[src/rtl/step_generator_if.sv]
//------------------------------------------------------------------------------
// Module  : step_generator_if
// Purpose : Move-command handshake bundle between a motion planner (master)
//           and the step generator (slave).
// Signals : cmd_valid  - master offers a move command
//           cmd_ready  - slave can accept a command this cycle
//           cmd_dir    - move direction, 1 = forward
//           cmd_steps  - number of steps, unsigned
//           cmd_period - clk cycles between step rising edges, unsigned
// Revision: 1.0 - initial release
//------------------------------------------------------------------------------
`default_nettype none

interface step_generator_if #(
  parameter int STEP_BITS   = 32,
  parameter int PERIOD_BITS = 16
);
  logic                   cmd_valid;
  logic                   cmd_ready;
  logic                   cmd_dir;
  logic [STEP_BITS-1:0]   cmd_steps;
  logic [PERIOD_BITS-1:0] cmd_period;

  modport master (
    output cmd_valid,
    output cmd_dir,
    output cmd_steps,
    output cmd_period,
    input  cmd_ready
  );

  modport slave (
    input  cmd_valid,
    input  cmd_dir,
    input  cmd_steps,
    input  cmd_period,
    output cmd_ready
  );
endinterface

`default_nettype wire

[src/rtl/step_generator.sv]
//------------------------------------------------------------------------------
// Module  : step_generator
// Purpose : Stepper-motor pulse generator. Accepts a move command (direction,
//           step count, step period), asserts dir, waits a direction setup
//           time, then emits step pulses of fixed high time at the requested
//           period while tracking a signed position count.
// Ports   : clk, resetn  - clock, asynchronous active-low reset
//           cmd          - command handshake (slave side of step_generator_if)
//           abort        - stop the current move (pulse in flight completes)
//           step, dir    - registered motor-driver outputs
//           busy         - move in progress
//           done         - one-cycle pulse at the end of every accepted move
//           position     - signed count of issued steps (wraps)
// Revision: 1.0 - initial release
//------------------------------------------------------------------------------
`default_nettype none

module step_generator #(
  parameter int STEP_BITS   = 32,
  parameter int PERIOD_BITS = 16,
  parameter int PULSE_WIDTH = 4,
  parameter int DIR_SETUP   = 2
) (
  input  logic                 clk,
  input  logic                 resetn,
  step_generator_if.slave      cmd,
  input  logic                 abort,
  output logic                 step,
  output logic                 dir,
  output logic                 busy,
  output logic                 done,
  output logic [STEP_BITS-1:0] position
);

  // One extra bit so 2*PULSE_WIDTH and any cmd_period fit the cycle counter.
  localparam int CW = PERIOD_BITS + 1;

  localparam logic [CW-1:0] c_min_period  = CW'(2 * PULSE_WIDTH);
  localparam logic [CW-1:0] c_pulse_width = CW'(PULSE_WIDTH);
  localparam logic [CW-1:0] c_pulse_last  = CW'(PULSE_WIDTH - 1);
  localparam logic [CW-1:0] c_setup_last  = CW'(DIR_SETUP - 1);
  localparam logic [CW-1:0] c_cnt_one     = CW'(1);

  typedef enum logic [1:0] {
    IDLE  = 2'd0,
    SETUP = 2'd1,
    HIGH  = 2'd2,
    LOW   = 2'd3
  } state_t;

  state_t               r_state,      w_state;
  logic [CW-1:0]        r_cnt,        w_cnt;
  logic [STEP_BITS-1:0] r_left,       w_left;
  logic [CW-1:0]        r_period,     w_period;
  logic                 r_abort_pend, w_abort_pend;
  logic                 r_step,       w_step;
  logic                 r_dir,        w_dir;
  logic                 r_done,       w_done;
  logic [STEP_BITS-1:0] r_position,   w_position;

  logic [CW-1:0]        w_cmd_period;
  logic [CW-1:0]        w_eff_period;
  logic [STEP_BITS-1:0] w_pos_stepped;

  always_comb begin
    w_cmd_period  = {1'b0, cmd.cmd_period};
    w_eff_period  = (w_cmd_period < c_min_period) ? c_min_period : w_cmd_period;
    w_pos_stepped = r_dir ? (r_position + STEP_BITS'(1))
                          : (r_position - STEP_BITS'(1));

    w_state      = r_state;
    w_cnt        = r_cnt;
    w_left       = r_left;
    w_period     = r_period;
    w_abort_pend = r_abort_pend;
    w_step       = r_step;
    w_dir        = r_dir;
    w_done       = 1'b0;
    w_position   = r_position;

    case (r_state)
      IDLE: begin
        w_abort_pend = 1'b0;
        w_step       = 1'b0;
        if (cmd.cmd_valid) begin
          if (cmd.cmd_steps == '0) begin
            // Empty move: acknowledge with done, leave dir alone.
            w_done = 1'b1;
          end else begin
            w_state  = SETUP;
            w_dir    = cmd.cmd_dir;
            w_left   = cmd.cmd_steps;
            w_period = w_eff_period;
            w_cnt    = c_setup_last;
          end
        end
      end

      SETUP: begin
        if (abort) begin
          w_state = IDLE;
          w_done  = 1'b1;
        end else if (r_cnt == '0) begin
          w_state    = HIGH;
          w_step     = 1'b1;
          w_cnt      = c_pulse_last;
          w_left     = r_left - STEP_BITS'(1);
          w_position = w_pos_stepped;
        end else begin
          w_cnt = r_cnt - c_cnt_one;
        end
      end

      HIGH: begin
        // Abort is remembered so the pulse is never truncated.
        if (abort) begin
          w_abort_pend = 1'b1;
        end
        if (r_cnt == '0) begin
          w_step = 1'b0;
          if (abort || r_abort_pend) begin
            w_state = IDLE;
            w_done  = 1'b1;
          end else begin
            w_state = LOW;
            w_cnt   = r_period - c_pulse_width - c_cnt_one;
          end
        end else begin
          w_cnt = r_cnt - c_cnt_one;
        end
      end

      LOW: begin
        if (abort) begin
          w_state = IDLE;
          w_done  = 1'b1;
        end else if (r_cnt == '0) begin
          if (r_left == '0) begin
            w_state = IDLE;
            w_done  = 1'b1;
          end else begin
            w_state    = HIGH;
            w_step     = 1'b1;
            w_cnt      = c_pulse_last;
            w_left     = r_left - STEP_BITS'(1);
            w_position = w_pos_stepped;
          end
        end else begin
          w_cnt = r_cnt - c_cnt_one;
        end
      end

      default: begin
        w_state = IDLE;
        w_step  = 1'b0;
      end
    endcase
  end

  always_ff @(posedge clk or negedge resetn) begin
    if (!resetn) begin
      r_state      <= IDLE;
      r_cnt        <= '0;
      r_left       <= '0;
      r_period     <= '0;
      r_abort_pend <= 1'b0;
      r_step       <= 1'b0;
      r_dir        <= 1'b0;
      r_done       <= 1'b0;
      r_position   <= '0;
    end else begin
      r_state      <= w_state;
      r_cnt        <= w_cnt;
      r_left       <= w_left;
      r_period     <= w_period;
      r_abort_pend <= w_abort_pend;
      r_step       <= w_step;
      r_dir        <= w_dir;
      r_done       <= w_done;
      r_position   <= w_position;
    end
  end

  assign cmd.cmd_ready = (r_state == IDLE);
  assign busy          = (r_state != IDLE);
  assign step          = r_step;
  assign dir           = r_dir;
  assign done          = r_done;
  assign position      = r_position;

endmodule

`default_nettype wire

[src/flat_wrapper.sv]
// flat-port wrapper written by rule: the top's interface ports become plain ports
module step_generator_flat 
#(
  parameter int STEP_BITS   = 32,
  parameter int PERIOD_BITS = 16,
  parameter int PULSE_WIDTH = 4,
  parameter int DIR_SETUP   = 2
)
  (clk, resetn, abort, step, dir, busy, done, position, cmd_cmd_valid, cmd_cmd_dir, cmd_cmd_steps, cmd_cmd_period, cmd_cmd_ready);
  step_generator_if #(.STEP_BITS(STEP_BITS), .PERIOD_BITS(PERIOD_BITS)) cmd_i ();
  input  logic clk;
  input  logic resetn;
  input  logic abort;
  output logic step;
  output logic dir;
  output logic busy;
  output logic done;
  output logic [STEP_BITS-1:0] position;
  input wire logic [$bits(cmd_i.cmd_valid)-1:0] cmd_cmd_valid;
  input wire logic [$bits(cmd_i.cmd_dir)-1:0] cmd_cmd_dir;
  input wire logic [$bits(cmd_i.cmd_steps)-1:0] cmd_cmd_steps;
  input wire logic [$bits(cmd_i.cmd_period)-1:0] cmd_cmd_period;
  output wire logic [$bits(cmd_i.cmd_ready)-1:0] cmd_cmd_ready;
  assign cmd_i.cmd_valid = cmd_cmd_valid;
  assign cmd_i.cmd_dir = cmd_cmd_dir;
  assign cmd_i.cmd_steps = cmd_cmd_steps;
  assign cmd_i.cmd_period = cmd_cmd_period;
  assign cmd_cmd_ready = cmd_i.cmd_ready;
  step_generator #(.STEP_BITS(STEP_BITS), .PERIOD_BITS(PERIOD_BITS), .PULSE_WIDTH(PULSE_WIDTH), .DIR_SETUP(DIR_SETUP)) u_core (.clk(clk), .resetn(resetn), .cmd(cmd_i), .abort(abort), .step(step), .dir(dir), .busy(busy), .done(done), .position(position));
endmodule
[config.mk]
export PLATFORM = sky130hd
export DESIGN_NAME = step_generator_flat
export DESIGN_NICKNAME = d
export VERILOG_FILES = /design/src/rtl/step_generator_if.sv /design/src/rtl/step_generator.sv /design/src/flat_wrapper.sv
export SDC_FILE = /design/constraint.sdc
export NUM_CORES = 1
export LEC_CHECK = 0
export BUFFER_PORTS_ARGS = -buffer_cell sky130_fd_sc_hd__buf_2
export CAP_MARGIN = 20
export CORE_MARGIN = 2
export CORE_UTILIZATION = 50
export CTS_CLUSTER_SIZE = 10
export DETAILED_ROUTE_END_ITERATION = 12
export PLACE_DENSITY = 0.81
export SYNTH_ARGS = -nofsm -noshare
export SYNTH_HDL_FRONTEND = slang
export SYNTH_SLANG_ARGS = --single-unit
[constraint.sdc]
create_clock -name clk -period 4.2 [get_ports clk]
set_clock_uncertainty 0.15 [all_clocks]
set_input_delay 0.84 -clock clk [delete_from_list [all_inputs] [get_ports clk]]
set_output_delay 0.84 -clock clk [all_outputs]
set_load 0.01 [all_outputs]
==> results.cfg, run 1 <==
[critical_path]
cp.required_ns = 4.34
crit_fanout = 13
reg2reg_slack_ns = 0.64
worst_setup_path_start_kind = flip-flop
r2r-start = u_core.dir
criticalPathCategory = reg2reg
end_kind = flip-flop
reg2reg_to = u_core.position[19]
cp.arrival_ns = 3.70
reg2reg_depth = 11

[clocking]
clock_path_buffers = 2
hold_buffers = 0
htreeDepth = 3
cts_tree = yes
cts_resized = 0
cts_sinks = 103
ctsRootBufferMaster = clkbuf_16
cts_buffers = 9
post_cts_buffers = 0
insertion_delay_ns = 0.36
cts.clk_slew.worst_paths_ns = 0.07

[die]
fp.dieH_um = 123
ios = 90
start_util_pct = 51.2
fp.dieW_um = 123
num_rows = 43
design.die.area_um2 = 15200
core_um2 = 13900

[min_path]
holdPathEnd = u_core.r_cnt[14]
hold_class = reg2reg
min_from = u_core.r_cnt[14]
worstHoldPathCells = 2

[finish]
final_util_pct = 57.6
finalNonFillerCells = 1137
fin_nets = 1041
fill_cells = 1295
diodes = 0
ff_latch_area_um2 = 2580
area_growth_pct = 12.4
multi_input_area_um2 = 4290
layout-drive-gt1-share_pct = 14.3

[sta]
fin_tns_setup_ns = 0
report.final.slew_viol_count = 0
tightest_slew_ns = 0.870
rsz0062_at_grt = false
fin_crit_ns = 3.56
post-route-period-util_pct = 84.8
max_clock_freq_ghz = 0.281
hold_ws_ns = 0.360
slew_headroom_pct = 42.0
hold_violations = 0
setup_viol = 0

[drt]
wl_per_cell_um = 16.0
drtIter0Drc = 687
antenna_left = 0
vias = 6895
totalWireLength_mm = 18.2
viasPerCell = 6.06
dr.pass1.iters = 6
drc = 0

[place]
dp.cells = 1121
dp_hpwl_mm = 13.1
finalWeightedCongestion = 0.911
port_buffers = 89

[logic_synthesis]
avgSynthCellArea_um2 = 8.11
ys.flop_type = dfrtp_1
synth_warnings = 0
synth_cells = 880
async_reset_ff_share_pct = 100
synth-seq-cells = 103
syn_nets = 969
seq_area_frac_synth_pct = 36.1
syn_area_um2 = 7140
synth_edf_count = 0
ys_types = 64

[global_routing]
grt_util_all_layers_pct = 24.8
grt_pass1_wl_mm = 30.2
overflow = 0
grt_max_degree = 68
antenna_found_initial = 0
first_global_vias = 6234

[job]
maxCapViolations = 0

[status]
outcome = complete, no violations

[pwr]
p_leak_nw = 3.59
seqPwrFrac_pct = 27.1
p_per_area_nw_per_um2 = 891
pwr-share-clk_pct = 11.6
internal_power_mw = 3.63
combPwrFrac_pct = 61.3
ir_worst_vdd_mv = 0.402
p_sw_share_pct = 49.2
p_switching_mw = 3.51
[cells by family after synthesis]
logic type | synth area share, %
xor+xnor | 5.52
buf+inv | 3.84
compound gates | 23.6
fa+ha+maj | 6.42
simple gates | 24.1
flops | 36.1
mux | 0.421
[power groups by stage]
stage               clock, mW  sequential [mW]  combinational [mW]
floorplan                   0             1.86                3.32
finish                  0.828             1.94                4.38
global placement            0             1.92                4.23
detailed placement          0             1.93                4.31
global route            0.874             2.00                4.89
CTS                     0.842             1.92                4.34
[state kept, by name (all words and copies together) (netlist names)]
register             flops
u_core.step              1
u_core.r_state           2
u_core.done              1
u_core.r_period         16
u_core.dir               1
u_core.r_left           32
u_core.position         32
u_core.r_cnt            17
u_core.r_abort_pend      1
[placed cells by master, fill, tap and decap left out, types with 15 or more instances in the layout]
master	instances
nand2_1	131
dfrtp_1	103
buf_2	88
o21ai_1	80
a21oi_1	77
nor2_1	54
nor3_1	39
ha_1	35
o21ai_0	27
xor2_1	26
nor4_1	25
nand3_1	23
inv_1	20
xnor2_1	19
buf_4	16
and3_1	15
[cell usage after synthesis, drive strengths merged (5+ instances only)]
library cell / instances / share of area, %
o31ai: 9 / 0.95
nand2b: 6 / 0.53
dfrtp: 103 / 36
or3: 9 / 0.79
inv: 20 / 1.1
xnor2: 19 / 2.3
nand3: 25 / 2.1
nor3b: 6 / 0.63
a21oi: 77 / 5.4
a21o: 14 / 1.5
nand4: 11 / 0.96
a211oi: 8 / 0.84
ha: 35 / 6.1
a31oi: 12 / 1.3
nand2: 132 / 7.0
o21a: 6 / 0.63
clkbuf: 27 / 1.4
nor2: 55 / 2.9
xor2: 26 / 3.2
or4: 5 / 0.63
a221o: 8 / 1.1
nor4: 26 / 2.4
buf: 16 / 1.4
o22ai: 6 / 0.53
o21ai: 108 / 7.6
nor3: 41 / 3.0
and3: 15 / 1.3
a22oi: 13 / 1.4
[area by class of cell]
cell class / instances / area share (%)
multi-input cells: 714 / 53.5
flip-flops and latches: 103 / 32.1
repair buffers: 104 / 6.99
clock buffers: 10 / 2.98
well taps: 180 / 2.81
inverters: 20 / 0.936
clock inverters: 6 / 0.639
[how the worst max path moves through the flow]
stage / start / end / slack [ns] / depth (start not counted)
after detailed placement: u_core.dir / u_core.position[31] / 0.75 / 12
after floorplan: u_core.dir / u_core.position[31] / 0.77 / 11
after CTS: u_core.dir / u_core.position[31] / 0.72 / 12
after global routing: u_core.dir / u_core.position[31] / 0.33 / 11
after global placement: cmd_cmd_steps[1] / u_core.r_left[5] / 0.78 / 9
final: u_core.dir / u_core.position[19] / 0.64 / 11
[per-layer routing]
metal / track usage (%) / vias to the layer above / share of wire [%]
met2: 38.7 / 281 / 45
met3: 4.34 / 29 / 6.5
met4: 7.74 / 0 / 1.8
met1: 35.0 / 3214 / 46
li1: - / 3371 / -
met5: 0 / - / 0
[worst max-delay path: stages (launching register included)]
cell and delay (ns):
dfrtp_1 0.43, inv_1 0.24, ha_1 0.43, o21ai_0 0.13, o21ai_1 0.14, nand2_1 0.10
o31ai_1 0.59, a21boi_0 0.28, o21ai_0 0.35, a21oi_1 0.16, or4_1 0.41, nand3_1 0.08
[through the flow]
stage | cell area (um^2) | total power [mW] | setup WS (ns)
floorplan | 7140 | 5.18 | 0.770
global placement | 7730 | 6.15 | 0.781
detailed placement | 7730 | 6.24 | 0.753
CTS | 8020 | 7.10 | 0.721
global route | 8020 | 7.77 | 0.335
finish | 8020 | 7.15 | 0.640
(Power assumes the default switching activity.)
==> run 2: changes to the inputs <==
Settings changed: PLACE_DENSITY 0.81 to 0.84.
Clock period 4.2 ns to 3.2 ns, I/O delays scaled along.
==> results.cfg, run 2 (synthesized netlist as in run 1, its figures left out) <==
[finish]
mostFrequentLayoutCells = nand2_1 (130), dfrtp_1 (102), buf_2 (88), o21ai_1 (81), a21oi_1 (75)
fin_nets = 1064
final_util_pct = 59.9
fill_cells = 1236
final_common_cell = nand2_1
diodes = 0
layout-drive-gt1-share_pct = 18.0
area_growth_pct = 16.9

[global_routing]
grt_util_all_layers_pct = 25.6
antenna_found_initial = 0
first_global_vias = 6549
grt_pass1_wl_mm = 31.1
met3_usage_pct = 3.55
busiest_layer = met2
overflow = 0
grt_max_degree = 55
grt_use_met1_pct = 34.7
met2_usage_pct = 41.3

[critical_path]
crit_fanout = 14
cp-startpoint = u_core.r_left[14]
r2r-start = u_core.r_left[14]
reg2reg_to = u_core.r_left[22]
cp.required_ns = 3.27
end_kind = flip-flop
reg2reg_slack_ns = 0.09
worst_setup_path_start_kind = flip-flop
reg2reg_depth = 9
criticalPathCategory = reg2reg
cp.arrival_ns = 3.18
setup.worst_path.end = u_core.r_left[22]

[sta]
setup_viol = 0
fin_crit_ns = 3.11
tightest_slew_ns = 0.784
rsz0062_at_grt = true
max_clock_freq_ghz = 0.322
slew_headroom_pct = 47.4
hold_violations = 0
hold_ws_ns = 0.181
report.final.slew_viol_count = 0
post-route-period-util_pct = 97.0

[drt]
totalWireLength_mm = 18.9
drtIter0Drc = 781
dr.pass1.iters = 5
drc = 0
vias = 7029
viasPerCell = 6.06
wl_per_cell_um = 16.3
antenna_left = 0

[clocking]
cts_buffers = 9
cts_sinks = 103
insertion_delay_ns = 0.36
htreeDepth = 3
cts_tree = yes
ctsRootBufferMaster = clkbuf_16
clock_path_buffers = 2
cts.clk_slew.worst_paths_ns = 0.07
hold_buffers = 0

[pwr]
total_power_mw = 9.99
ir_worst_vdd_mv = 0.648
p_per_area_nw_per_um2 = 1200
p_leak_nw = 3.72

[job]
maxCapViolations = 0

[min_path]
hold_class = in2async

[die]
ios = 90
start_util_pct = 51.2
design.die.area_um2 = 15200
fp.dieW_um = 123
fp.dieH_um = 123
core_um2 = 13900
num_rows = 43

[status]
outcome = complete, no violations

[place]
finalWeightedCongestion = 0.928
dp_hpwl_mm = 13.6
port_buffers = 89
-- run 2: changes by cell type in the layout (fill, tap and decap cells not counted), sizes merged --
cell      before  now
clkinvlp       1    2
bufinv         0    1
buf          104  126
inv           22   20
nand3         25   26
-- run 2: per-stage QoR --
stage	std cells	setup WS, ns	TNS, ns	cell area, um^2
floorplan	880	-0.0525	-0.0525	7200
detailed placement	1138	0.112	0	7950
finish	1160	0.0947	0	8350
global placement	1138	0.176	0	7950
CTS	1154	0.0760	0	8250
global route	1160	-0.0453	-0.172	8350
-- run 2: final cells by class --
| type | instances | area (um^2) | share of cell area (%) |
|---|---|---|---|
| Tap cell | 180 | 225 | 2.70 |
| Multi-Input combinational cell | 715 | 4410 | 52.8 |
| Clock inverter | 6 | 68.8 | 0.824 |
| Sequential cell | 103 | 2580 | 30.9 |
| Clock buffer | 10 | 239 | 2.86 |
| Timing Repair Buffer | 126 | 751 | 8.99 |
| Inverter | 20 | 78.8 | 0.944 |
-- run 2: layer usage --
layer	vias up	part of all wire [%]
met3	37	6.4
li1	3420	-
met1	3304	44
met5	-	0
met4	0	2.5
met2	268	47
-- run 2: how the worst min path moves through the flow --
stage,end,slack [ns],depth (start not counted)
after CTS,u_core.position[26],0.21,1
final,u_core.position[26],0.18,1
after global placement,u_core.r_cnt[14],0.34,2
after detailed placement,u_core.position[18],0.36,2
after global routing,u_core.position[26],0.24,1
after floorplan,u_core.dir,0.19,0
-- run 2: timing repair --
action	CTS	global route
setup endpoints to repair	0	14
resized for setup	0	10
setup buffers	0	5
endpoints found under the hold margin	0	0
-- run 2: worst max-delay path, stage by stage (launching register included) --
cell and delay [ns]:
dfrtp_1 0.44, or3_1 0.42, or4_4 0.46, and4b_2 0.36
nand3_4 0.15, a31oi_4 0.49, buf_4 0.25, nor3_1 0.05
a21oi_1 0.11, o22ai_1 0.08
-- run 2: power by group --
part	total, mW	switching [mW]	internal (mW)	leakage (nW)
Sequential	2.56	0.683	1.88	1.27
Clock	1.16	0.528	0.633	0.149
Combinational	6.27	3.61	2.66	2.30
Total	9.99	4.82	5.17	3.72
